[src/rtl/ctrl_trace_buffer.sv]
// Run-length compressing trace buffer for the microprogram controller's control word.
// Pending run is held in a 2-state FSM; finished runs queue in a FIFO drained over valid/ready.
module ctrl_trace_buffer #(
  parameter int CW_W        = 39,
  parameter int RL_W        = 8,
  parameter int DEPTH       = 8,
  parameter int AW          = 3,
  parameter int CHANGE_ONLY = 1,
  parameter int DROP_W      = 16
) (
  input  logic                 clk,
  input  logic                 rst,
  input  logic [CW_W-1:0]      cw_in,
  input  logic                 cw_valid,
  input  logic                 flush,
  input  logic                 trace_ready,
  output logic [RL_W+CW_W-1:0] trace_data,
  output logic                 trace_valid,
  output logic [AW:0]          fifo_level,
  output logic                 overflow,
  output logic [DROP_W-1:0]    drop_cnt,
  output logic                 busy
);

  localparam int                ENT_W    = RL_W + CW_W;
  localparam logic [RL_W-1:0]   RUN_MAX  = '1;
  localparam logic [AW:0]       FULL_LVL = DEPTH[AW:0];
  localparam logic [DROP_W-1:0] DROP_MAX = '1;

  typedef enum logic [0:0] {S_IDLE = 1'b0, S_RUN = 1'b1} state_t;

  state_t            r_state;
  logic [CW_W-1:0]   r_pend;
  logic [RL_W-1:0]   r_run;
  logic [ENT_W-1:0]  r_mem [DEPTH];
  logic [AW-1:0]     r_wptr;
  logic [AW-1:0]     r_rptr;
  logic [AW:0]       r_level;
  logic [DROP_W-1:0] r_drop;
  logic              r_ovf;

  logic             w_merge;
  logic             w_emit;
  logic             w_pop;
  logic             w_push;
  logic             w_drop;
  logic [ENT_W-1:0] w_entry;

  // A flush alongside a new word forces the old run out even if the word matches.
  always_comb begin
    w_merge = 1'b0;
    w_emit  = 1'b0;
    w_entry = {r_run, r_pend};
    if ((CHANGE_ONLY != 0) && !flush && (cw_in == r_pend) && (r_run != RUN_MAX)) begin
      w_merge = 1'b1;
    end else begin
      w_merge = 1'b0;
    end
    if (r_state == S_RUN) begin
      if (cw_valid) begin
        w_emit = !w_merge;
      end else begin
        w_emit = flush;
      end
    end else begin
      w_emit = 1'b0;
    end
  end

  assign w_pop  = (r_level != '0) && trace_ready;
  assign w_push = w_emit && ((r_level != FULL_LVL) || w_pop);
  assign w_drop = w_emit && !w_push;

  always_ff @(posedge clk) begin
    if (rst) begin
      r_state <= S_IDLE;
      r_pend  <= '0;
      r_run   <= '0;
    end else begin
      case (r_state)
        S_IDLE: begin
          if (cw_valid) begin
            r_state <= S_RUN;
            r_pend  <= cw_in;
            r_run   <= RL_W'(1);
          end
        end
        S_RUN: begin
          if (cw_valid) begin
            if (w_merge) begin
              r_run <= r_run + RL_W'(1);
            end else begin
              r_pend <= cw_in;
              r_run  <= RL_W'(1);
            end
          end else if (flush) begin
            r_state <= S_IDLE;
          end
        end
        default: r_state <= S_IDLE;
      endcase
    end
  end

  // Storage needs no reset: pointers and level alone define what is visible.
  always_ff @(posedge clk) begin
    if (w_push) begin
      r_mem[r_wptr] <= w_entry;
    end
  end

  always_ff @(posedge clk) begin
    if (rst) begin
      r_wptr  <= '0;
      r_rptr  <= '0;
      r_level <= '0;
      r_drop  <= '0;
      r_ovf   <= 1'b0;
    end else begin
      if (w_push) begin
        r_wptr <= r_wptr + AW'(1);
      end
      if (w_pop) begin
        r_rptr <= r_rptr + AW'(1);
      end
      case ({w_push, w_pop})
        2'b10:   r_level <= r_level + (AW+1)'(1);
        2'b01:   r_level <= r_level - (AW+1)'(1);
        default: r_level <= r_level;
      endcase
      if (w_drop) begin
        r_ovf <= 1'b1;
        if (r_drop != DROP_MAX) begin
          r_drop <= r_drop + DROP_W'(1);
        end
      end
    end
  end

  assign trace_valid = (r_level != '0);
  assign trace_data  = trace_valid ? r_mem[r_rptr] : '0;
  assign fifo_level  = r_level;
  assign overflow    = r_ovf;
  assign drop_cnt    = r_drop;
  assign busy        = (r_state == S_RUN) || (r_level != '0);

endmodule

[config.mk]
export PLATFORM = sky130hd
export DESIGN_NAME = ctrl_trace_buffer
export DESIGN_NICKNAME = d
export VERILOG_FILES = /design/src/rtl/ctrl_trace_buffer.sv
export SDC_FILE = /design/constraint.sdc
export NUM_CORES = 1
export LEC_CHECK = 0
export ABC_AREA = 1
export BUFFER_PORTS_ARGS = -buffer_cell sky130_fd_sc_hd__buf_2
export CAP_MARGIN = 20
export CORE_MARGIN = 4
export CORE_UTILIZATION = 55
export DETAILED_ROUTE_END_ITERATION = 6
export GPL_TIMING_DRIVEN = 0
export HOLD_SLACK_MARGIN = 0.08
export PLACE_DENSITY_LB_ADDON = 0.25
export SLEW_MARGIN = 15
export SYNTH_ARGS = -nofsm -noshare
export SYNTH_HDL_FRONTEND = slang
export SYNTH_SLANG_ARGS = --single-unit
export TNS_END_PERCENT = 1
[constraint.sdc]
create_clock -name clk -period 4.34 [get_ports clk]
set_clock_uncertainty 0.1 [all_clocks]
set_input_delay 0.868 -clock clk [delete_from_list [all_inputs] [get_ports clk]]
set_output_delay 0.868 -clock clk [all_outputs]
set_load 0.005 [all_outputs]
; ---- Word level (Yosys, flattened, before mapping)
; Memory sizes are Yosys's and may differ from the RTL's. A register that Yosys moved wholly into a read port is not among the register bits.
; Index checks and enable logic that the tools add are counted.
[totals]
memories = 1
reg_bits = 75
inputBits = 44
out_inout_bits = 70
elab_cells = 61
ram_bits = 376
[mem_list]
columns = memory, depth, word_bits, read_ports, rd_ports_with_merged_regs, write_ports, line
row1 = r_mem, 8, 47, 1, 1, 1, 35  ; logic [ENT_W-1:0] r_mem [DEPTH];
[classes]
n_mux = 21
bitwise = 1
addsub = 6
n_eq_ne = 9
reduce_logical = 15
[ops]
columns = cell, n
row1 = $mux 39, 3
row2 = $pmux 39 s2, 1
row3 = $mux 47, 1
row4 = $eq 39x39->1, 1
row5 = $mux 8, 3
row6 = $add 16x1->16 const B, 1
row7 = $ne 16x16->1 const B, 1
row8 = $pmux 8 s2, 1
row9 = $add 8x1->8 const B, 1
row10 = $mux 1, 8
row11 = $ne 8x8->1 const B, 1
row12 = $pmux 4 s2, 1
row13 = $add 3x1->3 const B, 2
row14 = $mux 3, 2
row15 = $ne 2x2->1 const B, 3
row16 = $logic_and 1x1->1, 5
row17 = $add 4x1->4 const B, 1
row18 = $ne 4x4->1 const B, 1
row19 = $reduce_and 2->1, 2
row20 = $reduce_bool 4->1, 1
row21 = $sub 4x1->4 const B, 1
row22 = $logic_not 1->1, 3
row23 = $reduce_and 3->1, 1
row24 = $eq 2x1->1 const B, 1
row25 = 5 further kinds, 6

; ---- Depth between registers and ports, before layout
; Gate-level depths: netlist of the first run.
[logic_depth]
word_depth = 11
ltp_mapped = 22
depth_no_buf = 22

; ---- Least setup slack after synthesis of the first run
; Ideal clock, no wire load.
[synth_path]
kind = in2reg
startpoint = input cw_in[11]
endpoint = memory r_mem[1][0] in the netlist's numbering, enable pin
arrival_ns = 3.880
slack_ns = -0.091
stages = 13
required_time_ns = 3.789
cell_sequence = inv_1 -> or2_0 -> nand4_1 -> nor2_1 -> nand2_1 -> nor2_1 -> nand2_2 -> nand2_4 -> nor2_1 -> inv_1 -> nor2_1 -> inv_1 -> nor2_1
[synth_between]
elab_chain_cells = 10
[synth_rtl]
columns = element, line
row1 = from (decl), 13  ; input logic [CW_W-1:0] cw_in,
row2 = $eq 39x39->1, 54  ; if ((CHANGE_ONLY != 0) && !flush && (cw_in == r_pend) && (r_run != RUN_MAX)) begin
row3 = $logic_and 1x1->1 (2 in series), 54
row4 = $mux 1, 54
row5 = $logic_not 1->1, 61  ; w_emit = !w_merge;
row6 = $mux 1, 60  ; if (cw_valid) begin
row7 = $mux 1, 59  ; if (r_state == S_RUN) begin
row8 = $logic_and 1x1->1, 71  ; assign w_push = w_emit && ((r_level != FULL_LVL) || w_pop);
row9 = $mux 1, 107  ; if (w_push) begin
row10 = $mux 1 (implied by the code), 108  ; r_mem[r_wptr] <= w_entry;
row11 = to (decl), 35
; No other way between the ends.

==> results.json, run 1 <==
{
  "diodes": 0,
  "hold_violations": 0,
  "final_cell_area_sq_mm": 0.0215,
  "nFillCells": 2526,
  "grt_pass1_vias": 13100,
  "outcome": "finished, final reports clean",
  "cp-end-kind": "primary output",
  "post-cts-setup-buffers": 0,
  "crit_buf_inv": 4,
  "yosysWarnings": 0,
  "fin_crit_sh": 0.949,
  "synth_xor_area_frac": 0.0114,
  "nets": 1896,
  "maxCapViolCount": 0,
  "fmax_mhz": 243,
  "synth_edf_count": 376,
  "clkTransAtPathRegs_ps": 60,
  "setup-tns-final_ps": 0,
  "syn2layout_area_growth_pct": 16.1,
  "dieHeight_um": 191,
  "synth_fa_ha_area_frac": 0.00515,
  "drtIter0Drc": 1634,
  "worstHoldStart": "r_rptr[2]",
  "async_reset_ff_frac": 0,
  "clk_latency_ps": 540,
  "drtAntennaViolNets": 0,
  "via_per_inst": 5.81,
  "synth_compound_area_frac": 0.124,
  "cts_tree": "built",
  "crit_path_max_fanout": 10,
  "cts_num_sinks": 454,
  "cts_max_path_buffers": 3,
  "io_pins": 114,
  "numPortBuffers": 113,
  "htreeDepth": 2,
  "vias": 13500,
  "synthFlopType": "edfxtp_1",
  "ys_types": 36,
  "synth_simple_gate_area_share": 0.123,
  "antenna_found_initial": 0,
  "globalRouteTotalUtil": 0.261,
  "avgSynthCellArea_sq_um": 11.1,
  "synth_top_area_frac": 0.611,
  "synth_nets": 1720,
  "slew_headroom": 0.483,
  "place_hpwl_um": 32300,
  "crit_chain": "buf_2 -> clkbuf_1 -> clkbuf_1 -> nor2_1 -> nor2_1 -> o21ai_0 -> a31oi_1 -> buf_2",
  "fin_crit_ps": 4120,
  "drc": 0,
  "drv_slew": 0,
  "grt-ovfl-total": 0,
  "gp_congestion": 0.882,
  "routed_wl_um": 48500,
  "critical_path_class": "register to primary output",
  "cellLeakagePower_nw": 7.69,
  "synth_area_sq_mm": 0.0185,
  "floorplan.initialDensity": 0.562,
  "synth.area.mux_share": 0,
  "seq_area_frac_synth": 0.696,
  "finalSetupViolCount": 0,
  "cts_made_buffers": 45,
  "dr.pass1.iters": 5,
  "drive_above_1_share": 0.129,
  "crit_path_max_incr_delay_ps": 640,
  "rows": 66,
  "hold_buffers": 0,
  "setup_slack_ps": 220,
  "ir_worst_vdd_v": 0.000458,
  "powerDensity_mw_per_mm2": 547,
  "hp-class": "register to register",
  "grt_pass1_wl_um": 73100,
  "ys_ff_latch": 454,
  "worstReg2RegStart": "r_run[1]",
  "crit_family": "buffers and inverters",
  "synthCells": 1669,
  "yosys-top-cells-area": "edfxtp_1 61%, dfxtp_1 8.5%, nor2_1 7.6%, o21ai_0 7.3%, nand2_1 2.6%",
  "post-synth-top-area-cell": "edfxtp_1",
  "crit_required_ps": 3370,
  "root_buffer": "clkbuf_16",
  "die_w_um": 191,
  "tightest_slew_ps": 776,
  "critPathArrivalTime_ps": 3150,
  "grt_start_max_net_pins": 26,
  "slowest_stage": "clkbuf_1",
  "synth_top_family_by_area": "compound AO/OA/AOI/OAI gates",
  "cp-start-kind": "register",
  "dieArea_sq_mm": 0.0366,
  "cts_resized": 0,
  "rsz0062_at_grt": "false",
  "power_mw": 11.7,
  "place_ws_ps": 352,
  "postLayoutCoreUtil": 0.653,
  "coreArea_sq_mm": 0.0329,
  "dpl-instance-area_sq_mm": 0.0200,
  "wl_per_cell_um": 20.9
}
==> cell usage after synthesis, types with 2 or more instances <==
cell type and count:
xor2_1 11, buf_6 5, buf_2 9, or2_0 2
nand4_1 10, o22ai_1 47, ha_1 6, nor2_1 375
dfxtp_1 78, edfxtp_1 376, buf_4 2, inv_1 91
a21oi_1 48, a31oi_1 49, nor2_2 2, nor3_2 2
nand2_2 4, nand2_1 129, clkbuf_1 76, inv_2 3
nor3_1 9, o21ai_1 18, o21ai_0 269, nand3_1 22
xnor2_1 13, nand2_4 3
==> final cells by class <==
type | count | area [sq um] | area share
timing repair buffer | 129 | 901 | 0.0420
clock inverter | 25 | 234 | 0.0109
multi-input combinational | 1027 | 4920 | 0.229
clock buffer | 56 | 1230 | 0.0573
sequential | 454 | 12900 | 0.599
buffer | 94 | 410 | 0.0191
inverter | 94 | 353 | 0.0164
tap | 442 | 553 | 0.0258
==> final timing paths <==
| path | to | slack (ps) | depth (start not counted) |
|---|---|---|---|
| hold reg to reg | register | 350 | 2 |
| hold / removal | register | 350 | 2 |
| setup / recovery | trace_data[35] | 220 | 8 |
| setup reg to reg | r_mem[6][17] | 660 | 13 |
==> kinds of logic (layout without fill, tap and decap cells) <==
kind of cell | count (synthesis) | in the layout
buffers and inverters | 188 | 398
and+or+nand+nor | 564 | 564
AOI/OAI and AO/OA | 432 | 432
adders and majority gates | 7 | 7
xor gates and xnor gates | 24 | 24
DFF | 454 | 454
==> through the flow <==
step / instances / hold slack (ps)
after floorplan: 1669 / 333
after global placement: 2224 / 348
after detailed placement: 2240 / 357
after CTS: 2321 / 363
after global routing: 2321 / 388
final: 2321 / 351
==> sequential cells by signal (all words and copies together) (netlist names), named ones only <==
name,cells
r_state,1
r_mem,376
r_pend,39
overflow,1
drop_cnt,16
r_run,8
fifo_level,4
r_wptr,3
r_rptr,3
==> cell usage in the layout (no fill, tap or decap), types with 6 or more instances in the layout <==
cell type / count
a21oi_1: 48
nand2_1: 129
o21ai_1: 18
clkbuf_16: 46
o21ai_0: 269
inv_1: 91
a31oi_1: 49
nor2_4: 9
nand3_1: 22
edfxtp_1: 376
o22ai_1: 47
buf_2: 122
nor3_1: 9
nor2_1: 367
clkinv_2: 11
buf_12: 14
nand4_1: 10
xor2_1: 11
dfxtp_1: 78
xnor2_1: 13
ha_1: 6
clkbuf_1: 82
==> layer usage <==
layer  GRT usage  up-vias  share of wire
met1       0.364     6426           0.40
met2       0.425      723           0.47
met3      0.0409      114          0.095
met5           0        -              0
met4      0.0895        0          0.033
li1            -     6220              -
==> worst register-to-register path: cells and delay by family, from the launching register on <==
family | cells | cell delay (ps)
flops | 1 | 530
buf+inv | 2 | 420
simple gates | 10 | 2050
fa+ha+maj | 1 | 280
==> where the power goes <==
group,leakage (nW),internal [mW],switching [mW]
clock,0.722,2.25,1.58
combinational,2.85,0.940,2.01
sequential,4.12,4.83,0.110
No activity file was read; power rests on OpenSTA's default activity.
==> inputs of run 2 (changes only) <==
- CORE_ASPECT_RATIO: not set -> 0.8
==> results.json, run 2 (same netlist as run 1, synthesis figures left out) <==
{
  "hold_buffers": 0,
  "grt_start_max_net_pins": 24,
  "maxCapViolCount": 0,
  "fmax_mhz": 242,
  "cts_resized": 0,
  "tightest_slew_ps": 834,
  "die_w_um": 213,
  "syn2layout_area_growth_pct": 16.0,
  "crit_path_max_incr_delay_ps": 490,
  "place_hpwl_um": 32800,
  "postLayoutCoreUtil": 0.653,
  "floorplan.initialDensity": 0.562,
  "crit_path_max_fanout": 10,
  "coreArea_sq_mm": 0.0329,
  "powerDensity_mw_per_mm2": 545,
  "dieArea_sq_mm": 0.0366,
  "gr-usage-met2": 0.415,
  "drive_above_1_share": 0.122,
  "crit_required_ps": 3370,
  "ir_worst_vdd_v": 0.000325,
  "drc": 0,
  "nFillCells": 2446,
  "grt_util_met3": 0.0370,
  "regToRegSetupSlack_ps": 710,
  "final_cell_mix": "376 x edfxtp_1, 367 x nor2_1, 269 x o21ai_0, 129 x nand2_1, 122 x buf_2",
  "gp_congestion": 0.860,
  "cp-start-kind": "register",
  "outcome": "finished, final reports clean",
  "routed_wl_um": 48200,
  "fin_crit_sh": 0.953,
  "crit_chain": "buf_2 -> inv_1 -> buf_4 -> clkbuf_1 -> nor2_1 -> o22ai_1 -> o21ai_0 -> a31oi_1 -> buf_2",
  "io_pins": 114,
  "final_cell_area_sq_mm": 0.0214,
  "setup-tns-final_ps": 0,
  "rsz0062_at_grt": "false",
  "slew_headroom": 0.444,
  "cts_max_path_buffers": 3,
  "cp_common_cell": "buf_2",
  "grt-ovfl-total": 0,
  "wl_per_cell_um": 20.9,
  "hold_violations": 0,
  "critPathArrivalTime_ps": 3170,
  "fin_crit_ps": 4140,
  "largest_register_ffs": 376,
  "via_per_inst": 5.82,
  "multi_input_area_sq_mm": 0.00492,
  "post-cts-setup-buffers": 0,
  "diodes": 0,
  "drv_slew": 0,
  "slowest_stage": "clkbuf_1",
  "mostFrequentLayoutCell": "edfxtp_1",
  "crit_buf_inv": 5,
  "hold_depth": 2,
  "dieHeight_um": 172,
  "dr.pass1.iters": 5,
  "busiest_layer": "met2",
  "finalSetupViolCount": 0,
  "drtIter0Drc": 1588,
  "antenna_found_initial": 1,
  "r2r_end": "r_mem[1][15]",
  "crit_path_end": "trace_data[28]",
  "place_ws_ps": 542,
  "crit_family": "buffers and inverters",
  "cts_made_buffers": 44,
  "cellLeakagePower_nw": 7.68,
  "cp-end-kind": "primary output",
  "grt_pass1_wl_um": 73600,
  "htreeDepth": 2,
  "largest-register": "r_mem",
  "critical_path_class": "register to primary output",
  "use_met1": 0.385,
  "cts_tree": "built",
  "globalRouteTotalUtil": 0.263,
  "worstReg2RegStart": "r_run[0]",
  "dpl-instance-area_sq_mm": 0.0200,
  "rows": 59,
  "drtAntennaViolNets": 0,
  "clkTransAtPathRegs_ps": 60,
  "cp.depth": 9,
  "vias": 13400,
  "nets": 1895,
  "numPortBuffers": 113,
  "seqCellArea_sq_mm": 0.0129,
  "hp-class": "register to register",
  "grt_pass1_vias": 13000,
  "cts_num_sinks": 454,
  "setup_slack_ps": 202,
  "root_buffer": "clkbuf_16",
  "rr_worst_depth": 15,
  "clk_latency_ps": 540
}
[run 2: stage by stage]
stage	hold slack, ps	instances	power (mW)
6_report	372	2305	11.7
5_1_grt	381	2305	12.2
4_1_cts	368	2305	11.7
3_5_place_dp	359	2225	7.96
3_3_place_gp	352	2209	7.87
2_1_floorplan	333	1669	6.67
[run 2: layout make-up]
| cell class | instances | share of cell area |
|---|---|---|
| sequential | 454 | 0.600 |
| clock inverter | 12 | 0.00607 |
| timing repair buffer | 129 | 0.0441 |
| clock buffer | 68 | 0.0603 |
| inverter | 94 | 0.0165 |
| buffer | 94 | 0.0191 |
| tap | 427 | 0.0249 |
| multi-input combinational | 1027 | 0.229 |
[run 2: worst min path at each step]
stage	to	start	slack (ps)
2_1_floorplan	register	r_rptr[2]	330
3_3_place_gp	r_rptr[2]	r_rptr[2]	350
3_5_place_dp	register	r_rptr[2]	360
4_1_cts	r_rptr[2]	r_rptr[2]	370
5_1_grt	register	r_rptr[2]	380
6_report	r_rptr[2]	r_rptr[2]	370
[run 2: power breakdown]
part | total (mW) | switching [mW] | internal, mW | leakage (nW)
combinational | 2.97 | 2.03 | 0.945 | 2.87
clock | 3.78 | 1.56 | 2.22 | 0.690
sequential | 4.94 | 0.113 | 4.83 | 4.12
total | 11.7 | 3.70 | 7.99 | 7.68
[run 2: worst reg2reg max path, delay by kind of cell, from the launching register on]
| kind | cells | cell delay [ps] |
|---|---|---|
| and+or+nand+nor | 10 | 1660 |
| buffers and inverters | 4 | 710 |
| DFF | 1 | 530 |
| adders and majority gates | 1 | 300 |
[run 2: per-layer routing]
metal	vias to the layer above	share of wire
li1	6232	-
met1	6371	0.41
met2	705	0.46
met3	104	0.095
met4	0	0.031
met5	-	0
